`src/rtl/tiletest_hb_pkg.sv`:
```
// Shared encodings for the heartbeat receive monitor: mode values reported to software.
package tiletest_hb_pkg;

  localparam int unsigned MODE_W = 3;

  typedef enum logic [MODE_W-1:0] {
    HB_IDLE     = 3'd0,
    HB_PWM      = 3'd1,
    HB_BLINK    = 3'd2,
    HB_STUCK_LO = 3'd3,
    HB_STUCK_HI = 3'd4
  } hb_mode_e;

endpackage

```
`src/rtl/tiletest_sync2.sv`:
```
// Two-flop synchronizer for a single asynchronous level, async active-low reset to 0.
module tiletest_sync2 (
  input  logic clk,
  input  logic rst_n,
  input  logic d,
  output logic q
);

  logic meta_q;
  logic sync_q;

  always_ff @(posedge clk or negedge rst_n) begin
    if (!rst_n) begin
      meta_q <= 1'b0;
      sync_q <= 1'b0;
    end else begin
      meta_q <= d;
      sync_q <= meta_q;
    end
  end

  assign q = sync_q;

endmodule

```
`src/rtl/tiletest_heartbeat_monitor.sv`:
```
// Classifies a returned heartbeat line as PWM throb, blink or stuck, and measures
// PWM duty per window plus the length of each completed high run.
module tiletest_heartbeat_monitor
  import tiletest_hb_pkg::*;
#(
  parameter int unsigned PWM_BITS   = 8,
  parameter int unsigned SLOT_LOG2  = 19,
  parameter int unsigned STUCK_LOG2 = 24
) (
  input  logic                  sys_clk,
  input  logic                  rst_n,
  input  logic                  hb_in,
  output logic [MODE_W-1:0]     mode,
  output logic [PWM_BITS-1:0]   duty,
  output logic                  duty_valid,
  output logic [STUCK_LOG2-1:0] high_len,
  output logic                  len_valid
);

  localparam int unsigned CntW = PWM_BITS + 1;
  localparam int unsigned RunW = STUCK_LOG2 + 1;

  localparam logic [PWM_BITS-1:0]   DutyMax  = {PWM_BITS{1'b1}};
  localparam logic [STUCK_LOG2-1:0] LenMax   = {STUCK_LOG2{1'b1}};
  localparam logic [RunW-1:0]       RunMax   = {1'b1, {STUCK_LOG2{1'b0}}};
  localparam logic [RunW-1:0]       ShortLim = RunW'(1) << (SLOT_LOG2 - 1);

  logic hb_s;
  logic hb_d_q;
  logic rise_q, fall_q;
  logic edge_seen;
  logic stuck;

  logic [PWM_BITS-1:0]   win_q, win_d;
  logic [CntW-1:0]       hi_cnt_q, hi_cnt_d;
  logic [CntW-1:0]       hi_sum;
  logic [PWM_BITS-1:0]   duty_q, duty_d;
  logic                  duty_valid_q, duty_valid_d;
  logic [RunW-1:0]       run_q, run_d;
  logic [STUCK_LOG2-1:0] high_len_q, high_len_d;
  logic                  len_valid_q, len_valid_d;
  hb_mode_e              mode_q, mode_d;

  tiletest_sync2 u_sync (
    .clk   (sys_clk),
    .rst_n (rst_n),
    .d     (hb_in),
    .q     (hb_s)
  );

  // Edge pulses are registered, so hb_d_q is the level aligned with them.
  always_ff @(posedge sys_clk or negedge rst_n) begin
    if (!rst_n) begin
      hb_d_q <= 1'b0;
      rise_q <= 1'b0;
      fall_q <= 1'b0;
    end else begin
      hb_d_q <= hb_s;
      rise_q <= hb_s & ~hb_d_q;
      fall_q <= ~hb_s & hb_d_q;
    end
  end

  assign edge_seen = rise_q | fall_q;

  always_comb begin
    win_d        = win_q + 1'b1;
    hi_cnt_d     = hi_cnt_q + CntW'(hb_s);
    hi_sum       = hi_cnt_q + CntW'(hb_s);
    duty_d       = duty_q;
    duty_valid_d = 1'b0;
    if (&win_q) begin
      duty_d       = hi_sum[PWM_BITS] ? DutyMax : hi_sum[PWM_BITS-1:0];
      duty_valid_d = 1'b1;
      hi_cnt_d     = '0;
    end
  end

  always_comb begin
    run_d       = run_q;
    high_len_d  = high_len_q;
    len_valid_d = 1'b0;
    if (edge_seen) begin
      run_d = RunW'(1);
    end else if (run_q != RunMax) begin
      run_d = run_q + 1'b1;
    end
    if (fall_q) begin
      high_len_d  = run_q[STUCK_LOG2] ? LenMax : run_q[STUCK_LOG2-1:0];
      len_valid_d = 1'b1;
    end
  end

  // An edge in the same cycle as the timeout wins: it is about to clear the run counter.
  assign stuck = (run_q == RunMax) && !edge_seen;

  always_comb begin
    mode_d = mode_q;
    if (stuck) begin
      mode_d = hb_d_q ? HB_STUCK_HI : HB_STUCK_LO;
    end else if (fall_q) begin
      mode_d = (run_q < ShortLim) ? HB_PWM : HB_BLINK;
    end else if (rise_q && (mode_q == HB_STUCK_LO || mode_q == HB_STUCK_HI)) begin
      mode_d = HB_IDLE;
    end
  end

  always_ff @(posedge sys_clk or negedge rst_n) begin
    if (!rst_n) begin
      win_q        <= '0;
      hi_cnt_q     <= '0;
      duty_q       <= '0;
      duty_valid_q <= 1'b0;
      run_q        <= '0;
      high_len_q   <= '0;
      len_valid_q  <= 1'b0;
      mode_q       <= HB_IDLE;
    end else begin
      win_q        <= win_d;
      hi_cnt_q     <= hi_cnt_d;
      duty_q       <= duty_d;
      duty_valid_q <= duty_valid_d;
      run_q        <= run_d;
      high_len_q   <= high_len_d;
      len_valid_q  <= len_valid_d;
      mode_q       <= mode_d;
    end
  end

  assign mode       = mode_q;
  assign duty       = duty_q;
  assign duty_valid = duty_valid_q;
  assign high_len   = high_len_q;
  assign len_valid  = len_valid_q;

endmodule

```
`config.mk`:
```
export PLATFORM = sky130hd
export DESIGN_NAME = tiletest_heartbeat_monitor
export DESIGN_NICKNAME = d
export VERILOG_FILES = /design/src/rtl/tiletest_hb_pkg.sv /design/src/rtl/tiletest_sync2.sv /design/src/rtl/tiletest_heartbeat_monitor.sv
export SDC_FILE = /design/constraint.sdc
export NUM_CORES = 1
export LEC_CHECK = 0
export BUFFER_PORTS_ARGS = -buffer_cell sky130_fd_sc_hd__buf_2
export CORE_MARGIN = 4
export CORE_UTILIZATION = 50
export CTS_CLUSTER_DIAMETER = 120
export DETAILED_ROUTE_END_ITERATION = 12
export GPL_TIMING_DRIVEN = 1
export PLACE_DENSITY = 0.74
export SLEW_MARGIN = 20
export SYNTH_ARGS = -nofsm -noshare
export SYNTH_HDL_FRONTEND = slang
export SYNTH_SLANG_ARGS = --single-unit
```
`constraint.sdc`:
```
create_clock -name sys_clk -period 3.4 [get_ports sys_clk]
set_input_delay 0.17 -clock sys_clk [delete_from_list [all_inputs] [get_ports sys_clk]]
set_output_delay 0.17 -clock sys_clk [all_outputs]
set_load 0.05 [all_outputs]
```
==> results of run 1 <==
-- through the flow --
stage	hold slack (ns)	total power (µW)	area (µm²)
2_1_floorplan	-0.126	1470	3680
3_3_place_gp	0.280	1560	3950
3_5_place_dp	0.280	1570	3950
4_1_cts	0.0167	2330	4170
5_1_grt	0.376	2430	4190
6_report	0.353	2300	4190
-- synth_stat cells --
library cell	n
sky130_fd_sc_hd__clkbuf_1	12
sky130_fd_sc_hd__and4_2	1
sky130_fd_sc_hd__nand4_1	8
sky130_fd_sc_hd__o31ai_1	2
sky130_fd_sc_hd__or3_1	9
sky130_fd_sc_hd__and3_1	3
sky130_fd_sc_hd__inv_1	10
sky130_fd_sc_hd__buf_2	5
sky130_fd_sc_hd__o211ai_1	1
sky130_fd_sc_hd__and2_1	1
sky130_fd_sc_hd__or2_2	1
sky130_fd_sc_hd__buf_4	1
sky130_fd_sc_hd__nand3_1	18
sky130_fd_sc_hd__nor3_1	5
sky130_fd_sc_hd__nand2b_1	1
sky130_fd_sc_hd__o31a_1	1
sky130_fd_sc_hd__and4_1	3
sky130_fd_sc_hd__nand2_1	16
sky130_fd_sc_hd__a311o_1	3
sky130_fd_sc_hd__nor3b_1	1
sky130_fd_sc_hd__a22o_1	1
sky130_fd_sc_hd__nand3b_1	1
sky130_fd_sc_hd__nand4_2	1
sky130_fd_sc_hd__xor2_1	12
sky130_fd_sc_hd__dfrtp_1	84
sky130_fd_sc_hd__nor4b_1	2
sky130_fd_sc_hd__mux2i_1	1
sky130_fd_sc_hd__or3_2	1
sky130_fd_sc_hd__o2bb2ai_1	1
sky130_fd_sc_hd__a21oi_1	46
sky130_fd_sc_hd__buf_1	2
sky130_fd_sc_hd__or4_1	5
sky130_fd_sc_hd__o21ai_0	12
sky130_fd_sc_hd__xnor2_1	10
sky130_fd_sc_hd__nor2b_1	3
sky130_fd_sc_hd__ha_1	5
sky130_fd_sc_hd__nor2_1	83
sky130_fd_sc_hd__nor4_1	6
sky130_fd_sc_hd__a221oi_1	1
-- worst paths after layout --
check                                           end  slack (ns)  depth (start not counted)
hold / removal                   u_sync.q$_DFF_PN0_        0.35                          0
hold reg to reg                  u_sync.q$_DFF_PN0_        0.35                          0
setup / recovery              run_q[24]$_DFFE_PN0N_        1.17                          5
max in group asynchronous  high_len[11]$_DFFE_PN0P_        2.49                          2
setup reg to reg              run_q[24]$_DFFE_PN0N_        1.17                          5
min in group asynchronous  high_len[17]$_DFFE_PN0P_        0.42                          2
-- registers in the layout (all words and copies together) (netlist names) --
signal	count
rise_q	1
high_len	24
fall_q	1
u_sync.q	1
hb_d_q	1
run_q	25
duty	8
len_valid	1
duty_valid	1
hi_cnt_q	9
mode	3
u_sync.meta_q	1
win_q	8
-- per-layer routing --
layer  share of wire, %  wire length [µm]  vias to the layer above
met3                6.4               451                       14
li1                   -                 -                     1372
met1                 45              3180                     1335
met5                  0                 0                        -
met4                2.2               154                        0
met2                 47              3310                       70
-- cell type report --
| type | count | share of cell area [%] |
|---|---|---|
| repair buffers | 44 | 5.83 |
| inverters | 10 | 0.896 |
| well taps | 99 | 2.96 |
| flip-flops and latches | 84 | 50.2 |
| multi-input cells | 265 | 34.9 |
| clock buffers | 11 | 3.62 |
| clock inverters | 5 | 1.61 |
-- power by group --
group	switching [µW]	internal [µW]
logic	289	107
registers	67.7	1090
clock network	362	389
-- worst max-delay path, cell delays in order (launching register included) --
cell and delay, ns:
sky130_fd_sc_hd__dfrtp_1 0.44, sky130_fd_sc_hd__ha_1 0.31, sky130_fd_sc_hd__inv_1 0.08, sky130_fd_sc_hd__or4_1 0.69, sky130_fd_sc_hd__or4_1 0.48, sky130_fd_sc_hd__mux2i_1 0.13
-- cell usage in the layout (no fill, tap or decap), drive strengths merged, types with 2 or more instances in the layout --
| cell type | count |
|---|---|
| nand2 | 16 |
| or4 | 5 |
| and4 | 4 |
| inv | 12 |
| or3 | 10 |
| clkbuf | 11 |
| nor2 | 83 |
| dfrtp | 84 |
| nor4 | 6 |
| o31ai | 2 |
| nand4 | 9 |
| dlygate4sd3 | 2 |
| nor4b | 2 |
| a311o | 3 |
| xnor2 | 10 |
| buf | 42 |
| nand3 | 18 |
| a21oi | 46 |
| nor2b | 3 |
| ha | 5 |
| xor2 | 12 |
| clkinv | 2 |
| nor3 | 5 |
| and3 | 3 |
| o21ai | 12 |
-- cells by family (layout without fill, tap and decap cells) --
logic type	count (synthesis)	count (layout)	share of synthesized area, %
compound gates	68	68	10.3
buf+inv	30	70	3.33
flops	84	84	57.1
xor+xnor	22	22	5.23
fa+ha+maj	5	5	1.70
simple gates	169	169	22.1
mux	1	1	0.272
-- what timing repair did --
action                                  CTS  global route
hold buffers                              1             1
endpoints found under the hold margin     1            84
endpoints found under the setup margin    0             0
==> metrics.md, run 1 <==
| Metric | Value |
|---|---|
| WL final | 7100 µm |
| CTS resizes | 0 |
| Met3 capacity usage during global routing | 4.49% |
| Total I/O pin count | 40 |
| Total via count in the routed design | 2,791 |
| Pre-Repair DR Iteration Count | 4 |
| Number of vias per cell | 5.39 |
| Most used routing layer | met2 |
| Cell taking the most area after synthesis | sky130_fd_sc_hd__dfrtp_1 |
| Number of nets in the synthesized netlist | 387 |
| Count of distinct cell types in the synthesized netlist | 39 |
| Port Buf Inserts | 39 |
| Number of global-route vias before repair | 2,548 |
| Setup TNS Final | 0 ns |
| Clock transition at the registers of the reported paths | 0.08 ns |
| Kind of start point of the critical path | flip-flop |
| Worst setup path startpoint | run_q[0]$_DFFE_PN0N_ |
| Total instance count after detailed placement | 500 |
| Area of the multi-input gates | 0.00146 mm² |
| Total DRC errors in the routed layout | 0 |
| Placed wire-length estimate after detailed placement | 4790 µm |
| GP Congestion | 0.860 |
| Warnings from Yosys | 0 |
| Startpoint of the lowest-slack hold path | u_sync.meta_q$_DFF_PN0_ |
| Initial antenna violation count | 0 |
| Number of buffers created by CTS | 9 |
| Fin crit share | 65.6% |
| Max Cap Violations | 0 |
| Maximum number of pins on one net before global-route repair | 85 |
| Clk_skew | 0.00942 ns |
| Post-synthesis sequential area ratio | 57.1% |
| Detail Route Antenna Nets | 0 |
| Num Clock Sinks | 84 |
| Final Max Slew Viols | 0 |
| Maximum fanout encountered on the critical timing path | 10 |
| Global-route met1 utilization | 23.0% |
| Leakage power | 0.00189 µW |
| DRC violation total after the first TritonRoute iteration | 168 |
| RSZ-0062 raised after global routing | no |
| Global route total overflow | 0 |
| Power density over cell area | 549 mW/mm² |
| PnR worst setup slack | 1.17 ns |
| Number of fill cells in the layout | 660 |
| Core Box Area | 0.00721 mm² |
| Detailed-route wire length per cell | 13.7 µm |
| Placement Rows | 31 |
| Number of hold-slack violations in the final timing report | 0 |
| Total setup violations reported at the end of the flow | 0 |
| Main area contributors after synthesis | sky130_fd_sc_hd__dfrtp_1 (57%), sky130_fd_sc_hd__nor2_1 (8.5%), sky130_fd_sc_hd__a21oi_1 (6.3%), sky130_fd_sc_hd__xor2_1 (2.9%), sky130_fd_sc_hd__nand3_1 (2.4%) |
| Starting density of the core | 51.0% |
| Number of buffers between clock root and the deepest sink | 2 |
| Ratio of cells with drive above 1 in the final layout | 15.0% |
| Post-CTS setup buffer count | 0 |
| Clock latency reported for the late side of the worst-skew pair | 0.36 ns |
| Maximum clock frequency | 448 MHz |
| Synthesis-to-finish area growth | 13.8% |
| Cell count after synthesis | 379 |
| Global-route wire length before repair | 11,900 µm |
| Post-layout util | 58.0% |
| Average cell area after synthesis | 9.71 µm² |
| CP Data Required Time | 3.65 ns |
| Measured slew at the worst slew-check pin | 1.01 ns |
| Die Outline Area | 0.00880 mm² |
| Root cell of the clock tree | sky130_fd_sc_hd__clkbuf_8 |
| Minimum setup slack after placement | 1.21 ns |
| Clock tree from TritonCTS | yes |
| Fraction of post-synthesis cell area in the top cell type by area | 57.1% |
| Max transition margin | 32.2% |
| Overall global routing resource usage | 17.3% |
| Die Width | 93.8 µm |
| Seq cells post-synth | 84 |
| Run status | finished clean |
| Clock period minus final worst setup slack | 2.23 ns |
| Critical Path End Type | flip-flop |
| Die Y-Extent | 93.8 µm |
| Maximum VDD drop | 247 µV |
| Path category of the worst min-delay check | reg -> reg |
| Arrival time worst endpoint | 2.48 ns |
| Cell area after technology mapping | 0.00368 mm² |
| Max H-tree Level | 3 |
| Total inserted antenna cells | 0 |
| Number of standard cells in the final layout excluding fillers | 518 |
| Met2 Use GR | 26.4% |
| Final-stage net count | 422 |
| R2R Path Start | run_q[0]$_DFFE_PN0N_ |
| Setup Crit Path Kind | reg -> reg |
| Area taken by flip-flops and latches | 0.00210 mm² |
(Power assumes the default switching activity.)
==> run 2, diff against run 1 <==
- ABC_AREA: default -> 1
- PLACE_DENSITY: 0.74 -> 0.76
- clock period: 3.4 -> 1.79 ns (I/O delays scaled with it)
==> metrics.md, run 2 <==
| Metric | Value |
|---|---|
| Cell taking the most area after synthesis | sky130_fd_sc_hd__dfrtp_1 |
| Max transition margin | 68.3% |
| Instance area after placement | 0.00421 mm² |
| Run status | finished clean |
| Core Box Area | 0.00741 mm² |
| Post-route standard cell area excluding fillers | 0.00445 mm² |
| Minimum setup slack after placement | 0.0747 ns |
| Count of distinct cell types in the synthesized netlist | 32 |
| Clock latency reported for the late side of the worst-skew pair | 0.36 ns |
| Total I/O pin count | 40 |
| Max Cap Violations | 0 |
| Setup Crit Path Kind | reg -> reg |
| Die Width | 96.4 µm |
| Fraction of power spent switching nets | 32.0% |
| Warnings from Yosys | 0 |
| Leading post-synthesis cells by instance count | sky130_fd_sc_hd__nor2_1 (97), sky130_fd_sc_hd__nand2_1 (93), sky130_fd_sc_hd__dfrtp_1 (84), sky130_fd_sc_hd__inv_1 (40), sky130_fd_sc_hd__nand3_1 (24) |
| Path category of the worst min-delay check | in -> async |
| Clk_skew | 0.0149 ns |
| Final Max Slew Viols | 0 |
| EDFF count, synth | 0 |
| DRC violation total after the first TritonRoute iteration | 239 |
| Measured slew at the worst slew-check pin | 0.475 ns |
| Die Y-Extent | 96.4 µm |
| Global-route met1 utilization | 26.0% |
| Die Outline Area | 0.00929 mm² |
| Clock period minus final worst setup slack | 1.68 ns |
| Num Clock Sinks | 84 |
| Fin crit share | 93.8% |
| Starting density of the core | 52.7% |
| Most used routing layer | met2 |
| Maximum VDD drop | 569 µV |
| Total via count in the routed design | 3,144 |
| Number of vias per cell | 5.15 |
| Arrival time worst endpoint | 1.94 ns |
| Met3 capacity usage during global routing | 3.83% |
| Detailed-route wire length per cell | 13.4 µm |
| Primary FF master, synth | sky130_fd_sc_hd__dfrtp_1 |
| Final-stage net count | 514 |
| Pre-Repair DR Iteration Count | 5 |
| Max FFs per register | 25 |
| Average cell area after synthesis | 8.52 µm² |
| Power density over cell area | 944 mW/mm² |
| GP Congestion | 0.887 |
| Port Buf Inserts | 39 |
| WL final | 8170 µm |
| Clock transition at the registers of the reported paths | 0.09 ns |
| Fraction of post-synthesis cell area in the top cell type by area | 53.8% |
| Global-route wire length before repair | 13,800 µm |
| Number of fill cells in the layout | 646 |
| Placed wire-length estimate after detailed placement | 5850 µm |
| Main area contributors after synthesis | sky130_fd_sc_hd__dfrtp_1 (54%), sky130_fd_sc_hd__nor2_1 (9.3%), sky130_fd_sc_hd__nand2_1 (8.9%), sky130_fd_sc_hd__inv_1 (3.8%), sky130_fd_sc_hd__nand3_1 (3.1%) |
| Max H-tree Level | 3 |
| Switching pwr | 1340 µW |
| Total DRC errors in the routed layout | 0 |
| Cell count after synthesis | 458 |
| Proportion of power drawn by flip-flops and latches | 51.8% |
| Async set-or-reset flop fraction in the synthesized netlist | 100% |
| Highest-count cells in the layout ignoring fill and taps | sky130_fd_sc_hd__nor2_1 (96), sky130_fd_sc_hd__nand2_1 (93), sky130_fd_sc_hd__dfrtp_1 (84), sky130_fd_sc_hd__inv_1 (40), sky130_fd_sc_hd__buf_2 (38) |
| Clk network pwr share | 31.3% |
| Final worst hold slack | 0.126 ns |
| Root cell of the clock tree | sky130_fd_sc_hd__clkbuf_8 |
| Initial antenna violation count | 0 |
| Overall global routing resource usage | 19.3% |
| Setup TNS Final | 0 ns |
| Most common cell after layout, fill and taps aside | sky130_fd_sc_hd__nor2_1 |
| Maximum fanout encountered on the critical timing path | 5 |
| Register containing the most flip-flops in the final layout | run_q |
| Number of hold-slack violations in the final timing report | 0 |
| Internal power summed over all cells | 2860 µW |
| Seq cells post-synth | 84 |
| Most instantiated library cell after synthesis | sky130_fd_sc_hd__nor2_1 |
| Placement Rows | 31 |
| Critical Path End Type | flip-flop |
| CP Data Required Time | 2.05 ns |
| Register-to-register setup slack | 0.11 ns |
| Clock tree from TritonCTS | yes |
| Number of global-route vias before repair | 2,971 |
| Post-synthesis sequential area ratio | 53.8% |
| Detail Route Antenna Nets | 0 |
| Number of nets in the synthesized netlist | 466 |
| Global route total overflow | 0 |
| Post-layout util | 60.1% |
| Ratio of cells with drive above 1 in the final layout | 17.6% |
| Leakage power | 0.00221 µW |
| Gate power share | 16.9% |
| Met2 Use GR | 30.5% |
| Total inserted antenna cells | 0 |
| Maximum number of pins on one net before global-route repair | 70 |
| Total setup violations reported at the end of the flow | 0 |
| Cell area after technology mapping | 0.00390 mm² |
| Maximum clock frequency | 595 MHz |
| Number of buffers created by CTS | 9 |
| Synthesis-to-finish area growth | 14.0% |
| Number of buffers between clock root and the deepest sink | 2 |
| PnR worst setup slack | 0.110 ns |
| Kind of start point of the critical path | flip-flop |
==> run 2: area by class of cell <==
type	count	area, µm²	share of cell area [%]
Clock buffer	11	151	3.40
Tap cell	99	124	2.78
Sequential cell	84	2100	47.2
Multi-Input combinational cell	320	1590	35.6
Timing Repair Buffer	47	275	6.18
Inverter	44	173	3.88
Clock inverter	5	40.0	0.900
==> run 2: per-layer routing <==
metal | up-vias | part of all wire [%]
li1 | 1553 | -
met1 | 1468 | 46
met2 | 108 | 46
met3 | 15 | 6.3
met4 | 0 | 2.1
met5 | - | 0
==> run 2: cell families (layout without fill, tap and decap cells) <==
| kind of cell | after synthesis | in the layout | synth area share, % |
|---|---|---|---|
| AND/OR/NAND/NOR | 252 | 252 | 28.4 |
| AO/OA/AOI/OAI | 47 | 47 | 6.60 |
| XOR/XNOR | 16 | 16 | 3.59 |
| adder cells (fa/ha/maj) | 5 | 5 | 1.60 |
| flip-flops | 84 | 84 | 53.8 |
| buffers and inverters | 54 | 107 | 5.99 |
==> run 2: metrics by stage <==
step           cells  power [µW]
2_1_floorplan    458        2700
3_3_place_gp     591        2880
3_5_place_dp     591        2900
4_1_cts          609        4210
5_1_grt          610        4410
6_report         610        4200
==> run 2: worst paths after layout <==
kind | startpoint | end | depth (start not counted)
max | u_sync.q$_DFF_PN0_ | duty[4]$_DFFE_PN0N_ | 9
min | rst_n | win_q[0]$_DFF_PN0_ | 2
max reg2reg | u_sync.q$_DFF_PN0_ | duty[4]$_DFFE_PN0N_ | 9
min reg2reg | u_sync.meta_q$_DFF_PN0_ | u_sync.q$_DFF_PN0_ | 0
max in group asynchronous | rst_n | hi_cnt_q[4]$_DFF_PN0_ | 3
min in group sys_clk | u_sync.meta_q$_DFF_PN0_ | u_sync.q$_DFF_PN0_ | 0
==> run 2: power groups by stage <==
stage / Sequential, µW / Clock (µW) / Combinational, µW
after floorplan: 2370 / 0 / 323
after global placement: 2200 / 0 / 686
after detailed placement: 2210 / 0 / 689
after CTS: 2170 / 1340 / 698
after global routing: 2200 / 1420 / 791
final: 2180 / 1310 / 711
==> run 2: worst max-delay path: stages, from the launching register on <==
cell and delay (ns):
sky130_fd_sc_hd__dfrtp_1 0.39, sky130_fd_sc_hd__ha_2 0.21, sky130_fd_sc_hd__ha_2 0.20, sky130_fd_sc_hd__nand3_2 0.12
sky130_fd_sc_hd__nor2_4 0.14, sky130_fd_sc_hd__nand4_1 0.12, sky130_fd_sc_hd__nand2_2 0.15, sky130_fd_sc_hd__nand2_2 0.09
sky130_fd_sc_hd__nor2_1 0.11, sky130_fd_sc_hd__nor2_1 0.05
==> run 2: timing repair <==
action	4_1_cts	5_1_grt
hold buffers	2	0
setup endpoints to repair	0	9
buffers inserted	0	1
gates resized for setup	0	5
endpoints found under the hold margin	85	0
==> run 3, diff against run 2 <==
- PLACE_DENSITY: 0.76 -> 0.74
- RECOVER_POWER: default -> 50
==> metrics.md, run 3 (synthesis results as in run 2) <==
| Metric | Value |
|---|---|
| Run status | finished clean |
| Gate power share | 16.6% |
| Number of buffers created by CTS | 9 |
| Post-layout util | 59.8% |
| Measured slew at the worst slew-check pin | 0.872 ns |
| Number of hold-slack violations in the final timing report | 0 |
| DRC violation total after the first TritonRoute iteration | 258 |
| Kind of start point of the critical path | flip-flop |
| Port Buf Inserts | 39 |
| Area taken by flip-flops and latches | 0.00210 mm² |
| Number of global-route vias before repair | 2,873 |
| CP Data Required Time | 2.02 ns |
| Overall global routing resource usage | 19.6% |
| Detailed-route wire length per cell | 13.4 µm |
| Synthesis-to-finish area growth | 13.6% |
| Clock period minus final worst setup slack | 1.69 ns |
| Core Box Area | 0.00741 mm² |
| Placement Rows | 31 |
| Maximum fanout encountered on the critical timing path | 5 |
| Max FFs per register | 25 |
| Ratio of cells with drive above 1 in the final layout | 16.3% |
| Clock transition at the registers of the reported paths | 0.08 ns |
| WL final | 8170 µm |
| Power density over cell area | 968 mW/mm² |
| Total via count in the routed design | 3,168 |
| Die Outline Area | 0.00929 mm² |
| Leakage power | 0.00219 µW |
| Clock latency reported for the late side of the worst-skew pair | 0.34 ns |
| Clock tree from TritonCTS | yes |
| Most common cell after layout, fill and taps aside | sky130_fd_sc_hd__nor2_1 |
| Area of the multi-input gates | 0.00158 mm² |
| Final Max Slew Viols | 0 |
| Register containing the most flip-flops in the final layout | run_q |
| RSZ-0062 raised after global routing | yes |
| Switching pwr | 1260 µW |
| Clk_skew | 0.0118 ns |
| Die Y-Extent | 96.4 µm |
| Instance area after placement | 0.00422 mm² |
| Global route total overflow | 0 |
| Path category of the worst min-delay check | reg -> reg |
| Max Cap Violations | 0 |
| Root cell of the clock tree | sky130_fd_sc_hd__clkbuf_8 |
| Max H-tree Level | 3 |
| Maximum VDD drop | 577 µV |
| Pre-Repair DR Iteration Count | 5 |
| Number of fill cells in the layout | 688 |
| Critical Path End Type | flip-flop |
| Fin crit share | 94.2% |
| GP Congestion | 0.921 |
| Proportion of power drawn by flip-flops and latches | 50.7% |
| Placed wire-length estimate after detailed placement | 6040 µm |
| Number of vias per cell | 5.21 |
| Detail Route Antenna Nets | 0 |
| Highest-count cells in the layout ignoring fill and taps | sky130_fd_sc_hd__nor2_1 (96), sky130_fd_sc_hd__nand2_1 (93), sky130_fd_sc_hd__dfrtp_1 (84), sky130_fd_sc_hd__inv_1 (40), sky130_fd_sc_hd__buf_2 (35) |
| Total inserted antenna cells | 0 |
| Clk network pwr share | 32.7% |
| Global-route wire length before repair | 13,900 µm |
| Number of buffers between clock root and the deepest sink | 2 |
| Maximum clock frequency | 593 MHz |
| Setup Crit Path Kind | reg -> reg |
| Max transition margin | 41.9% |
| Initial antenna violation count | 0 |
| Fraction of power spent switching nets | 29.5% |
| Internal power summed over all cells | 3030 µW |
| Die Width | 96.4 µm |
| Maximum number of pins on one net before global-route repair | 39 |
| Total DRC errors in the routed layout | 0 |
| Post-route standard cell area excluding fillers | 0.00443 mm² |
| Total setup violations reported at the end of the flow | 0 |
| Num Clock Sinks | 84 |
| Starting density of the core | 52.7% |
| Total I/O pin count | 40 |
| Arrival time worst endpoint | 1.92 ns |
| Final-stage net count | 515 |
[run 3: area by class of cell]
cell class | count | area share [%]
flip-flops and latches | 84 | 47.4
multi-input cells | 320 | 35.6
repair buffers | 48 | 5.76
inverters | 44 | 3.87
clock buffers | 9 | 2.79
well taps | 99 | 2.79
clock inverters | 4 | 1.72
[run 3: path summary, 6_finish.rpt]
kind | slack, ns | to | depth (start not counted) | from
hold reg to reg | 0.36 | u_sync.q$_DFF_PN0_ | 0 | u_sync.meta_q$_DFF_PN0_
max in group asynchronous | 0.35 | hi_cnt_q[2]$_DFF_PN0_ | 3 | rst_n
setup / recovery | 0.10 | duty[5]$_DFFE_PN0N_ | 10 | u_sync.q$_DFF_PN0_
hold / removal | 0.36 | u_sync.q$_DFF_PN0_ | 0 | u_sync.meta_q$_DFF_PN0_
min in group asynchronous | 0.39 | high_len[22]$_DFFE_PN0P_ | 2 | rst_n
setup reg to reg | 0.10 | duty[5]$_DFFE_PN0N_ | 10 | u_sync.q$_DFF_PN0_
[run 3: critical path: stages (launching register included)]
cell	delay, ns
sky130_fd_sc_hd__dfrtp_1	0.40
sky130_fd_sc_hd__ha_2	0.22
sky130_fd_sc_hd__ha_2	0.20
sky130_fd_sc_hd__nand3_2	0.12
sky130_fd_sc_hd__nor2_4	0.16
sky130_fd_sc_hd__nand4_1	0.11
sky130_fd_sc_hd__nand2_2	0.12
sky130_fd_sc_hd__buf_4	0.11
sky130_fd_sc_hd__nand2_1	0.04
sky130_fd_sc_hd__nand2_1	0.06
sky130_fd_sc_hd__nand2_1	0.05
[run 3: stage by stage]
step	hold WS [ns]	setup TNS [ns]	setup slack, ns	instances	power (µW)
2_1_floorplan	-0.206	0	0.277	458	2700
3_3_place_gp	0.0803	0	0.162	592	2890
3_5_place_dp	0.0770	0	0.0884	592	2910
4_1_cts	0.248	0	0.0674	607	4310
5_1_grt	0.369	-0.206	-0.0462	608	4510
6_report	0.358	0	0.103	608	4290
[run 3: power by group through the flow]
stage               sequential, µW  combinational [µW]  clock [µW]
floorplan                     2370                 323           0
detailed placement            2210                 699           0
CTS                           2170                 708        1430
global placement              2200                 694           0
finish                        2170                 713        1400
global route                  2200                 781        1540
[run 3: routing by layer]
| metal | share of wire, % | global-route usage (%) | up-vias |
|---|---|---|---|
| met3 | 5.4 | 3.75 | 13 |
| met2 | 48 | 30.6 | 90 |
| met4 | 2.0 | 8.53 | 0 |
| li1 | - | - | 1561 |
| met5 | 0 | 0 | - |
| met1 | 45 | 26.5 | 1504 |
[run 3: timing repair]
item,CTS,global route
gates resized for setup,0,5
hold endpoints to repair,36,0
hold buffers,2,0
endpoints found under the setup margin,0,6
buffers inserted,0,1
